===== config.mk =====
export PLATFORM = sky130hd
export DESIGN_NAME = tinyalu_core
export DESIGN_NICKNAME = d
export VERILOG_FILES = /design/src/rtl/tinyalu_pkg.sv /design/src/rtl/tinyalu_mult_pipe.sv /design/src/rtl/tinyalu_core.sv
export SDC_FILE = /design/constraint.sdc
export NUM_CORES = 1
export LEC_CHECK = 0
export ABC_AREA = 1
export CAP_MARGIN = 20
export CORE_MARGIN = 1.5
export CORE_UTILIZATION = 45
export CTS_CLUSTER_DIAMETER = 60
export DETAILED_ROUTE_END_ITERATION = 7
export HOLD_SLACK_MARGIN = 0.1
export PLACE_DENSITY = 0.67
export REMOVE_ABC_BUFFERS = 1
export SLEW_MARGIN = 20
export SYNTH_ARGS = -nofsm -noshare
export SYNTH_HDL_FRONTEND = slang
export SYNTH_SLANG_ARGS = --single-unit

===== constraint.sdc =====
create_clock -name clk -period 4.25 [get_ports clk]
set_input_delay 0.85 -clock clk [delete_from_list [all_inputs] [get_ports clk]]
set_output_delay 0.85 -clock clk [all_outputs]
set_load 0.02 [all_outputs]

===== src/rtl/tinyalu_pkg.sv =====
// TinyALU shared types: opcodes, controller states, default multiply latency.
// Latency: n/a (types and pure functions only).
// Backpressure: n/a.
package tinyalu_pkg;

  localparam int MUL_LAT_DEFAULT = 3;

  typedef enum logic [2:0] {
    no_op  = 3'd0,
    add_op = 3'd1,
    and_op = 3'd2,
    xor_op = 3'd3,
    mul_op = 3'd4
  } operation_t;

  typedef enum logic [1:0] {
    IDLE,
    SINGLE,
    MUL,
    DONE
  } alu_state_t;

  // Reserved encodings 5-7 collapse onto no_op so they never start a command.
  function automatic operation_t decode_op(input logic [2:0] raw);
    case (raw)
      3'd1:    return add_op;
      3'd2:    return and_op;
      3'd3:    return xor_op;
      3'd4:    return mul_op;
      default: return no_op;
    endcase
  endfunction

  // Single-cycle ops; the add keeps its carry in bit 8.
  function automatic logic [15:0] logic_result(input operation_t o,
                                               input logic [7:0] a,
                                               input logic [7:0] b);
    case (o)
      add_op:  return {7'b0, {1'b0, a} + {1'b0, b}};
      and_op:  return {8'b0, a & b};
      xor_op:  return {8'b0, a ^ b};
      default: return 16'h0000;
    endcase
  endfunction

endpackage


===== src/rtl/tinyalu_mult_pipe.sv =====
// Registered 8x8 unsigned multiplier: operand stage plus MUL_LAT-1 product stages.
// Latency: product valid at output MUL_LAT-1 edges after the load edge.
// Backpressure: none; free-running shift, operands only reload on load_en.
module tinyalu_mult_pipe
  import tinyalu_pkg::*;
#(
  parameter int MUL_LAT = MUL_LAT_DEFAULT
) (
  input  logic        clk,
  input  logic        rst,
  input  logic        load_en,
  input  logic [7:0]  a,
  input  logic [7:0]  b,
  output logic [15:0] product
);

  logic [7:0]  a_q;
  logic [7:0]  b_q;
  logic [15:0] prod_q [MUL_LAT-1];

  // Hold operands from the capture edge, then push the product down the stages.
  always_ff @(posedge clk or posedge rst) begin
    if (rst) begin
      a_q <= '0;
      b_q <= '0;
      for (int i = 0; i < MUL_LAT - 1; i++) prod_q[i] <= '0;
    end else begin
      if (load_en) begin
        a_q <= a;
        b_q <= b;
      end
      prod_q[0] <= {8'b0, a_q} * {8'b0, b_q};
      for (int i = 1; i < MUL_LAT - 1; i++) prod_q[i] <= prod_q[i-1];
    end
  end

  assign product = prod_q[MUL_LAT-2];

endmodule


===== src/rtl/tinyalu_core.sv =====
// TinyALU controller: captures one operand pair per start/done handshake, 16-bit result.
// Latency: add/and/xor done 1 edge after capture, mul done MUL_LAT edges after capture.
// Backpressure: start is held by the driver; ignored while busy and on the DONE edge.
module tinyalu_core
  import tinyalu_pkg::*;
#(
  parameter int MUL_LAT = MUL_LAT_DEFAULT
) (
  input  logic        clk,
  input  logic        reset,
  input  logic [7:0]  A,
  input  logic [7:0]  B,
  input  logic [2:0]  op,
  input  logic        start,
  output logic        done,
  output logic [15:0] result
);

  localparam int CW = $clog2(MUL_LAT);

  alu_state_t     state;
  operation_t     op_dec;
  operation_t     op_q;
  logic [7:0]     a_q;
  logic [7:0]     b_q;
  logic [CW-1:0]  cnt;
  logic           mul_load;
  logic [15:0]    mul_product;

  assign op_dec   = decode_op(op);
  assign mul_load = (state == IDLE) && start && (op_dec == mul_op);

  tinyalu_mult_pipe #(
    .MUL_LAT (MUL_LAT)
  ) u_mult (
    .clk     (clk),
    .rst     (reset),
    .load_en (mul_load),
    .a       (A),
    .b       (B),
    .product (mul_product)
  );

  // Controller: capture, wait for the op to finish, pulse done once, then idle.
  always_ff @(posedge clk or posedge reset) begin
    if (reset) begin
      state  <= IDLE;
      op_q   <= no_op;
      a_q    <= '0;
      b_q    <= '0;
      cnt    <= '0;
      done   <= 1'b0;
      result <= 16'h0000;
    end else begin
      done <= 1'b0;
      case (state)
        IDLE: begin
          if (start) begin
            case (op_dec)
              add_op, and_op, xor_op: begin
                a_q   <= A;
                b_q   <= B;
                op_q  <= op_dec;
                state <= SINGLE;
              end
              mul_op: begin
                a_q   <= A;
                b_q   <= B;
                op_q  <= mul_op;
                cnt   <= CW'(MUL_LAT - 1);
                state <= MUL;
              end
              default: ;
            endcase
          end
        end
        SINGLE: begin
          result <= logic_result(op_q, a_q, b_q);
          done   <= 1'b1;
          state  <= DONE;
        end
        MUL: begin
          if (cnt == '0) begin
            result <= mul_product;
            done   <= 1'b1;
            state  <= DONE;
          end else begin
            cnt <= cnt - CW'(1);
          end
        end
        DONE: begin
          // start is deliberately not looked at here; next capture is one edge later.
          state <= IDLE;
        end
        default: state <= IDLE;
      endcase
    end
  end

endmodule

Yosys cells after proc, flatten, opt, wreduce, memory -nomap -nowiden
Cells that the tools add are included.
Widths: inputs -> output; s select.
Word-level totals
  word-level logic and storage cells: 64
  register bits: 88
  bits of input ports: 22
Cells by class
  multiplexer cells: 15
  equal/unequal tests: 19
  $mul: 1
  reductions and logical operators: 14
  add/sub/neg operators: 2
  bitwise logic cells: 2
Operator list (count)
  $pmux 16 s2: 1
  $pmux 9 s3: 1
  $eq 3x2->1 const B: 6
  $mul 8x8->16: 1
  $mux 16: 1
  $pmux 3 s4: 1
  $mux 2: 5
  $add 8x8->9: 1
  $eq 3x1->1 const B: 3
  $reduce_and 3->1: 3
  $and 8x8->8: 1
  $pmux 2 s2: 2
  $pmux 2 s4: 1
  $xor 8x8->8: 1
  $eq 3x3->1 const B: 2
  $ne 2x2->1 const B: 3
  $pmux 3 s2: 1
  $reduce_bool 2->1: 3
  $eq 2x2->1 const B: 2
  $logic_not 2->1: 2
  $reduce_and 4->1: 1
  $reduce_or 4->1: 1
  $ne 3x1->1 const B: 1
  $reduce_or 3->1: 1
  7 further kinds: 8

Longest topological paths before layout
Gate-level depths: netlist (run 1).
  depth in word-level cells: 7
  mapped depth: 17
  mapped depth without buffers: 16

Cells and area by module
Synthesis (run 1) repeated with hierarchy kept, for this count alone.
Second synthesis, totals
  cells, all modules: 734
  area total of the unflattened synthesis: 6170.9 sq um
Modules (own cells, without submodules)
  tinyalu_mult_pipe: cells an instance 458, seq. area each 1201.2 sq um, times used 1, area each 3925.0 sq um
  tinyalu_core: cells an instance 276, seq. area each 1001.0 sq um, times used 1, area each 2245.9 sq um

Least setup slack after synthesis (run 1)
OpenSTA, ideal clock, no wires.
  path kind: reg-to-reg
  start: register u_mult.a_q[0]
  end: register u_mult.prod_q[28] (netlist bit)
  library setup time: 127 ps
  required time: 4123 ps
  cell stages (with the launch flop): 16
  arrival time: 3871 ps
  slack: 251 ps
  cell sequence: dfrtp_1 -> clkbuf_1 -> nand2_1 -> fa_1 -> fa_1 -> inv_1 -> fa_1 -> inv_1 -> fa_1 -> inv_1 -> ha_1 -> a21oi_1 -> o21ai_1 -> a21oi_1 -> o21ai_1 -> xor2_1
Between the ends
  word-level cells in the longest chain between the ends: 1
RTL lines
  from (decl): line tinyalu_mult_pipe.sv:17  | logic [7:0] a_q;
  from (signal assigned): line tinyalu_mult_pipe.sv:24  | a_q <= '0;
  from (signal assigned): line tinyalu_mult_pipe.sv:29  | a_q <= a;
  $mul 8x8->16: line tinyalu_mult_pipe.sv:32  | prod_q[0] <= {8'b0, a_q} * {8'b0, b_q};
  to (decl): line tinyalu_mult_pipe.sv:19  | logic [15:0] prod_q [MUL_LAT-1];
No other way between the ends.
A chain may end at the register's enable or synchronous reset.

Final worst setup path (run 1)
  start: register u_mult.a_q[4]
  end: register u_mult.prod_q[29] (netlist bit)
The elaborated chain is that of the path after synthesis.

==> results.yml, run 1 <==
sta:
  tightest_slew_ps: 722.1
  slew_viol_final: 0
  rsz0062_at_grt: "no"
  period_minus_slack_ps: 4001
  fin_skew_ps: 4.096
  setup_violations: 0
  final.setup.tns_ps: 0
  hold_viol: 0
  fin_crit_sh: 0.9414
  clock.fmax_ghz: 0.2499
  max_slew_margin: 0.5186
clock_network:
  cts_hold_buf: 0
  cts_tree: "done"
  clk_latency_ps: 340
  clk_pin_slew_ps: 60
  cts_htree_levels: 3
  root_buffer: "clkbuf_16"
  cts_max_path_buffers: 2
  numCtsBuffers: 9
  clock_sinks: 88
global_route:
  met3_usage: 0.03295
  top_usage_layer: "met2"
  grt_usage: 0.2004
  grt_pass1_wl_um: 20640
  antenna_found_initial: 0
  use_met1: 0.2473
  grt_start_max_net_pins: 59
  first_global_vias: 4382
  grt_remaining_overflow: 0
  grt_util_met2: 0.3529
setup_path:
  slowest_delay_ps: 550
  path_max_fanout: 9
  slowest_stage: "fa_1"
  crit_arrival_ps: 4220
  critPathMostFrequentCell: "fa_1"
  worstRegToRegCells: 14
  worstSetupPathType: "reg2reg"
  crit_chain: "nand2_1 > inv_1 > fa_1 > fa_1 > fa_1 > inv_1 > fa_1 > inv_1 > ha_1 > a21oi_1 > o21ai_1 > nand2_1 > o2111ai_1 > xor2_1"
  critPathBufInv: 3
  cp_top_family: "adder cells"
  cp.depth: 14
  start_kind: "flip-flop"
  setup.worst_path.end_class: "flip-flop"
  required_ps: 4460
floorplan:
  initial_utilization: 0.4576
  die_h_um: 116.1
  num_rows: 41
  num_io_pins: 39
  coreArea_um2: 12570
  die_x_um: 116.1
  die-area_um2: 13470
yosys:
  syn_area_per_cell_um2: 8.585
  synth_edf_count: 0
  netlist_instances: 670
  async_reset_ff_frac: 1.000
  synth-seq-cells: 88
  ys.flop_type: "dfrtp_1"
  synth.cell_area_um2: 5752
  ys_seq_area_frac: 0.3829
  synth.distinct_cells: 35
  yosysWarnings: 0
min_path:
  hold_depth: 0
  holdCritPathClass: "reg2reg"
power:
  p_per_area_nw_per_um2: 879.1
  p_leak_uw: 0.003741
  ir_drop_uv: 393.1
layout:
  nets: 809
  seqCellArea_um2: 2213
  final_common_cell: "nand2_1"
  drive_above_1_share: 0.07496
  synthToLayoutAreaGrowth_pct: 15.34
  final_cell_mix: "nand2_1 (166), inv_1 (134), dfrtp_1 (79), ha_1 (48), o21ai_1 (44)"
  fin_area_um2: 6634
  num-fill-cells: 1161
  multi_input_area_um2: 2915
  diodes: 0
job:
  maxCapViolations: 0
placement:
  hpwlAfterDp_um: 9459
  gp_congestion: 0.8706
  place_area_um2: 6281
  io_buffers: 38
outcome:
  outcome: "finished clean"
detailed_routing:
  routed_wirelength_um: 12030
  ant_nets: 0
  dr_total_vias: 4336
  drt_iter0_markers: 242
  wire_per_inst_um: 13.68
  avgViaCountPerCell: 4.933
  post-route-drc-count: 0
  drtPass1Iterations: 5
cell type report:
cell class                      count  share of cell area
Inverter                          145             0.08242
Multi-Input combinational cell    413              0.4395
Sequential cell                    88              0.3336
Timing Repair Buffer               45             0.06639
Clock buffer                        9             0.03395
Clock inverter                      7             0.01169
Tap cell                          172             0.03244
synth_stat cells, types with 3 or more instances:
master | n | area (µm²)
a22o_1 | 7 | 61.31
dfrtp_1 | 88 | 2202
inv_2 | 8 | 30.03
buf_2 | 3 | 15.01
fa_1 | 37 | 740.7
nand3_1 | 17 | 85.08
ha_1 | 48 | 600.6
nor2_1 | 23 | 86.33
o21ai_1 | 44 | 220.2
clkbuf_1 | 20 | 75.07
inv_1 | 135 | 506.7
a21oi_1 | 30 | 150.1
nand2_1 | 166 | 623.1
a21oi_2 | 4 | 35.03
xor2_1 | 8 | 70.07
xnor2_1 | 4 | 35.03
a22oi_1 | 5 | 37.54
sequential cells by signal, indices dropped and copies added (netlist names):
name / count
u_mult.b_q: 8
u_mult.a_q: 8
op_q: 3
cnt: 2
result: 16
b_q: 8
state: 2
done: 1
a_q: 8
u_mult.product: 16
u_mult.prod_q: 16
stage by stage:
stage	cells	power [µW]	util	hold slack, ps	setup slack, ps
detailed placement	860	5001	0.4998	334.7	62.69
CTS	876	5845	0.5238	348.3	46.57
global placement	860	4896	0.4998	333.2	171.2
global route	879	6490	0.5278	355.2	10.54
finish	879	5832	0.5278	346.7	248.9
floorplan	646	4028	-	331.2	372.6
per-layer routing:
metal,part of all wire,vias to the layer above
met2,0.51,88
met4,0.027,0
li1,-,2120
met3,0.036,22
met5,0,-
met1,0.43,2106
report_power, final:
part	internal, µW	switching (µW)	total [µW]
logic	1370	2090	3460
clock network	464	342	806
registers	1240	325	1570
timing repair:
action	in CTS	in global routing
buffers inserted	0	2
gates resized for setup	0	11
setup endpoints to repair	0	5
endpoints found under the hold margin	0	0
logic make-up after synthesis:
family	Yosys count	synth area share
xor gates and xnor gates	12	0.01827
and+or+nand+nor	214	0.1499
adders and majority gates	85	0.2332
AOI/OAI and AO/OA	102	0.1042
DFF	88	0.3829
buffers and inverters	169	0.1116
final timing paths:
check / from / end / slack, ps
max: u_mult.a_q[4] / u_mult.prod_q[29] / 250
min: u_mult.prod_q[31] / u_mult.product[15] / 350
max reg2reg: u_mult.a_q[4] / u_mult.prod_q[29] / 250
min reg2reg: u_mult.prod_q[31] / u_mult.product[15] / 350
max in group asynchronous: reset / result[12] / 2410
min in group asynchronous: reset / cnt[0] / 980
Power figures use the tool's default switching activity.
==> run 2, diff against run 1 <==
GPL_ROUTABILITY_DRIVEN = 0   (was not set)
PLACE_DENSITY = 0.74   (was 0.67)
SLEW_MARGIN = not set   (was 20)
==> run 2 against run 1 <==
  * Critical path depth unchanged
  * Setup slack got worse by 59 ps
  * Utilization decreased by 0.43 points
  * Routed wire length decreased by 2.2%
  * Largest power group unchanged
==> results.yml, run 2 (synthesis gave the netlist of run 1 again) <==
detailed_routing:
  avgViaCountPerCell: 4.943
  drt_iter0_markers: 371
  post-route-drc-count: 0
  dr_total_vias: 4330
  wire_per_inst_um: 13.42
  drtPass1Iterations: 4
  ant_nets: 0
  routed_wirelength_um: 11760
sta:
  hold_viol: 0
  slew_viol_final: 0
  fin_ws_ps: 190.3
  final.setup.tns_ps: 0
  clock.fmax_ghz: 0.2463
  fin_crit_sh: 0.9552
  fin_skew_ps: 5.454
  period_minus_slack_ps: 4060
  setup_violations: 0
  tightest_slew_ps: 1010
  max_slew_margin: 0.3252
  rsz0062_at_grt: "no"
layout:
  num-fill-cells: 1135
  drive_above_1_share: 0.07102
  diodes: 0
  final_common_cell: "nand2_1"
  final_cell_mix: "nand2_1 (166), inv_1 (134), dfrtp_1 (78), ha_1 (48), o21ai_1 (44)"
  nets: 806
  synthToLayoutAreaGrowth_pct: 14.40
  final_util: 0.5235
  fin_area_um2: 6580
  fin_cells: 876
placement:
  dp.cells: 860
  hpwlAfterDp_um: 9029
  place_area_um2: 6281
  dp_slack_ps: 95.39
  io_buffers: 38
clock_network:
  cts_max_path_buffers: 2
  cts_hold_buf: 0
  root_buffer: "clkbuf_16"
  post-cts-setup-buffers: 0
  clock_sinks: 88
  cts_htree_levels: 3
  cts_resized: 0
  clk_pin_slew_ps: 60
  numCtsBuffers: 9
  cts_tree: "done"
  clk_latency_ps: 340
power:
  switching_share: 0.4760
  p_leak_uw: 0.003695
  combPwrFrac: 0.592
  clkPwrFrac: 0.131
  p_per_area_nw_per_um2: 865.7
  seq_power_share: 0.277
  cell_internal_pwr_uw: 2985
  switchingPower_uw: 2712
  ir_drop_uv: 324.3
floorplan:
  die_h_um: 116.1
  die-area_um2: 13470
  die_x_um: 116.1
  coreArea_um2: 12570
  num_io_pins: 39
  num_rows: 41
  initial_utilization: 0.4576
setup_path:
  worstSetupPathType: "reg2reg"
  worstRegToRegCells: 14
  required_ps: 4470
  r2r_slack_ps: 190
  setup.worst_path.end_class: "flip-flop"
  path_max_fanout: 9
  start_kind: "flip-flop"
  crit_arrival_ps: 4280
min_path:
  hold_depth: 0
  holdCritPathClass: "reg2reg"
global_route:
  grt_remaining_overflow: 0
  antenna_found_initial: 0
  grt_start_max_net_pins: 46
  first_global_vias: 4504
  grt_usage: 0.1967
  grt_pass1_wl_um: 20560
job:
  maxCapViolations: 0
outcome:
  outcome: "finished clean"
[run 2: path summary, 6_finish.rpt]
| kind | startpoint | endpoint |
|---|---|---|
| worst max register to register | u_mult.b_q[7] | u_mult.prod_q[28] |
| worst min-delay path | u_mult.prod_q[28] | u_mult.product[12] |
| worst min register to register | u_mult.prod_q[28] | u_mult.product[12] |
| min in group asynchronous | reset | cnt[1] |
| max in group asynchronous | reset | u_mult.b_q[3] |
| worst max-delay path | u_mult.b_q[7] | u_mult.prod_q[28] |
[run 2: layout make-up]
cell class | count | area, µm² | share of cell area
Multi-Input combinational cell | 413 | 2912 | 0.4425
Sequential cell | 88 | 2215 | 0.3366
Inverter | 145 | 545.5 | 0.08291
Timing Repair Buffer | 42 | 410.4 | 0.06237
Clock buffer | 10 | 239.0 | 0.03632
Tap cell | 172 | 215.2 | 0.03271
Clock inverter | 6 | 43.79 | 0.006655
[run 2: routing by layer]
| layer | up-vias | routed length, µm | track usage |
|---|---|---|---|
| met2 | 137 | 5878 | 0.3380 |
| met1 | 2054 | 4996 | 0.2446 |
| li1 | 2108 | - | - |
| met5 | - | 0 | 0 |
| met3 | 31 | 504 | 0.03243 |
| met4 | 0 | 379 | 0.08699 |
[run 2: per-stage QoR]
stage / total power (µW) / hold slack [ps]
global route: 6349 / 359.0
CTS: 5717 / 346.1
finish: 5697 / 348.3
floorplan: 4028 / 331.2
global placement: 4807 / 332.5
detailed placement: 4911 / 334.7
[run 2: critical path, cell delays in order, from the launching register on]
cell and delay (ps):
dfrtp_2 450, nand2_1 100, fa_1 520, fa_1 550, inv_1 60, fa_1 520
inv_1 50, fa_1 530, inv_1 40, ha_1 350, a21oi_1 230, o21ai_1 130
a21oi_2 170, o21ai_1 90, xor2_1 150
[run 2: power by group through the flow]
stage          clock network (µW)  logic, µW  registers, µW
2_1_floorplan                   0       2460           1570
3_3_place_gp                    0       3270           1540
3_5_place_dp                    0       3340           1570
4_1_cts                       766       3390           1560
5_1_grt                       799       3920           1630
6_report                      747       3370           1580
==> run 3, diff against run 2 <==
HOLD_SLACK_MARGIN = 0.12   (was 0.1)
PLACE_DENSITY = 0.72   (was 0.74)
SKIP_CTS_REPAIR_TIMING = 1   (was not set)
clock period = 4.5 ns   (was 4.25 ns; I/O delays follow)
==> run 3 against run 2 <==
  * Via count up 0.83%
  * Global-route usage is 0.44 points lower
  * Highest routed layer unchanged
  * Flip-flop and latch count is the same
  * Clock-buffer cell count shrank 1
  * Critical path depth unchanged
  * Power shrank 5.2%
  * Register-to-register slack better by 140 ps
  * Final area about the same
==> results.yml, run 3 (synthesis gave the netlist of run 1 again) <==
sta:
  period_minus_slack_ps: 4173
  max_slew_margin: 0.3536
  fin_crit_sh: 0.9273
  setup_violations: 0
  rsz0062_at_grt: "no"
  fin_skew_ps: 4.633
  final.setup.tns_ps: 0
  tightest_slew_ps: 967.2
  hold_viol: 0
  slew_viol_final: 0
  clock.fmax_ghz: 0.2396
  hold_ws_ps: 344.2
detailed_routing:
  avgViaCountPerCell: 4.995
  wire_per_inst_um: 13.14
  ant_nets: 0
  routed_wirelength_um: 11490
  wl_met2_um: 5848
  drtPass1Iterations: 5
  dr_total_vias: 4366
  wirelength_met1_um: 4881
  drt_iter0_markers: 291
  top_layer_used: "met4"
  post-route-drc-count: 0
  route.met3.wl_um: 408
min_path:
  holdCritPathClass: "reg2reg"
  holdCritStartpoint: "u_mult.prod_q[22]"
setup_path:
  slowest_delay_ps: 540
  critPathBufInv: 3
  crit_arrival_ps: 4400
  required_ps: 4720
  timing.rr.start: "u_mult.a_q[0]"
  path_max_fanout: 9
  critical_path.startpoint: "u_mult.a_q[0]"
  slowest_stage: "fa_1"
  worstSetupPathType: "reg2reg"
  crit_chain: "nand2_1 > fa_1 > fa_1 > inv_1 > fa_1 > inv_1 > fa_1 > inv_1 > ha_1 > a21oi_1 > o21ai_1 > a21oi_1 > o21ai_1 > xor2_1"
  start_kind: "flip-flop"
  cp_top_family: "adder cells"
  critPathMostFrequentCell: "fa_1"
  setup.worst_path.end_class: "flip-flop"
floorplan:
  num_rows: 41
  die-area_um2: 13470
  initial_utilization: 0.4576
  coreArea_um2: 12570
  die_x_um: 116.1
  die_h_um: 116.1
  num_io_pins: 39
layout:
  synthToLayoutAreaGrowth_pct: 14.42
  nets: 804
  drive_above_1_share: 0.05271
  final_util: 0.5236
  final_common_cell: "nand2_1"
  diodes: 0
  final_cell_mix: "nand2_1 (166), inv_1 (134), dfrtp_1 (88), ha_1 (48), o21ai_1 (44)"
  fin_cells: 874
global_route:
  grt_pass1_wl_um: 20270
  grt_start_max_net_pins: 56
  antenna_found_initial: 0
  grt_usage: 0.1923
  first_global_vias: 4454
  grt_remaining_overflow: 0
clock_network:
  cts_htree_levels: 3
  cts_tree: "done"
  clk_latency_ps: 340
  clock_sinks: 88
  root_buffer: "clkbuf_16"
  cts_max_path_buffers: 2
  clk_pin_slew_ps: 60
  numCtsBuffers: 9
placement:
  io_buffers: 38
  hpwlAfterDp_um: 9058
  dp.cells: 857
power:
  p_per_area_nw_per_um2: 820.4
  ir_drop_uv: 323.4
  p_leak_uw: 0.003724
outcome:
  outcome: "finished clean"
job:
  maxCapViolations: 0
[run 3: cell types whose count changed in the layout (fill, tap and decap cells not counted), moves of 2 or more]
cell,delta
buf_4,-3
clkinv_2,+2
clkinvlp_4,-3
dfrtp_1,+10
dfrtp_2,-10
[run 3: area by class of cell]
class                           count  area (µm²)
Timing Repair Buffer               40       415.4
Clock buffer                        9       225.2
Tap cell                          172       215.2
Clock inverter                      7       70.07
Fill cell                        1164        5987
Inverter                          145       545.5
Multi-Input combinational cell    413        2908
Sequential cell                    88        2202
[run 3: report_power, final]
part / leakage [µW] / total, µW / internal (µW) / switching (µW)
logic: 0.00246 / 3170 / 1260 / 1920
registers: 0.00112 / 1490 / 1160 / 326
clock network: 0.000146 / 735 / 431 / 305
total: 0.00372 / 5400 / 2850 / 2550
[run 3: final timing paths]
check / end / slack (ps) / cells past startpoint
hold / removal: u_mult.product[6] / 340 / 0
min in group asynchronous: result[3] / 750 / 2
setup / recovery: u_mult.prod_q[28] / 330 / 14
hold reg to reg: u_mult.product[6] / 340 / 0
setup reg to reg: u_mult.prod_q[28] / 330 / 14
max in group asynchronous: result[13] / 2830 / 4
[run 3: stage by stage]
step | setup WS (ps) | area (µm²) | power, µW
2_1_floorplan | 622.6 | 5654 | 3804
3_3_place_gp | 434.7 | 6259 | 4534
3_5_place_dp | 339.6 | 6259 | 4666
4_1_cts | 318.3 | 6554 | 5435
5_1_grt | 69.60 | 6581 | 5983
6_report | 327.0 | 6581 | 5400
[run 3: layer usage]
layer  track usage  vias up
met2        0.3412       95
met5             0        -
met3       0.03138       25
met1        0.2335     2133
li1              -     2113
met4       0.07724        0
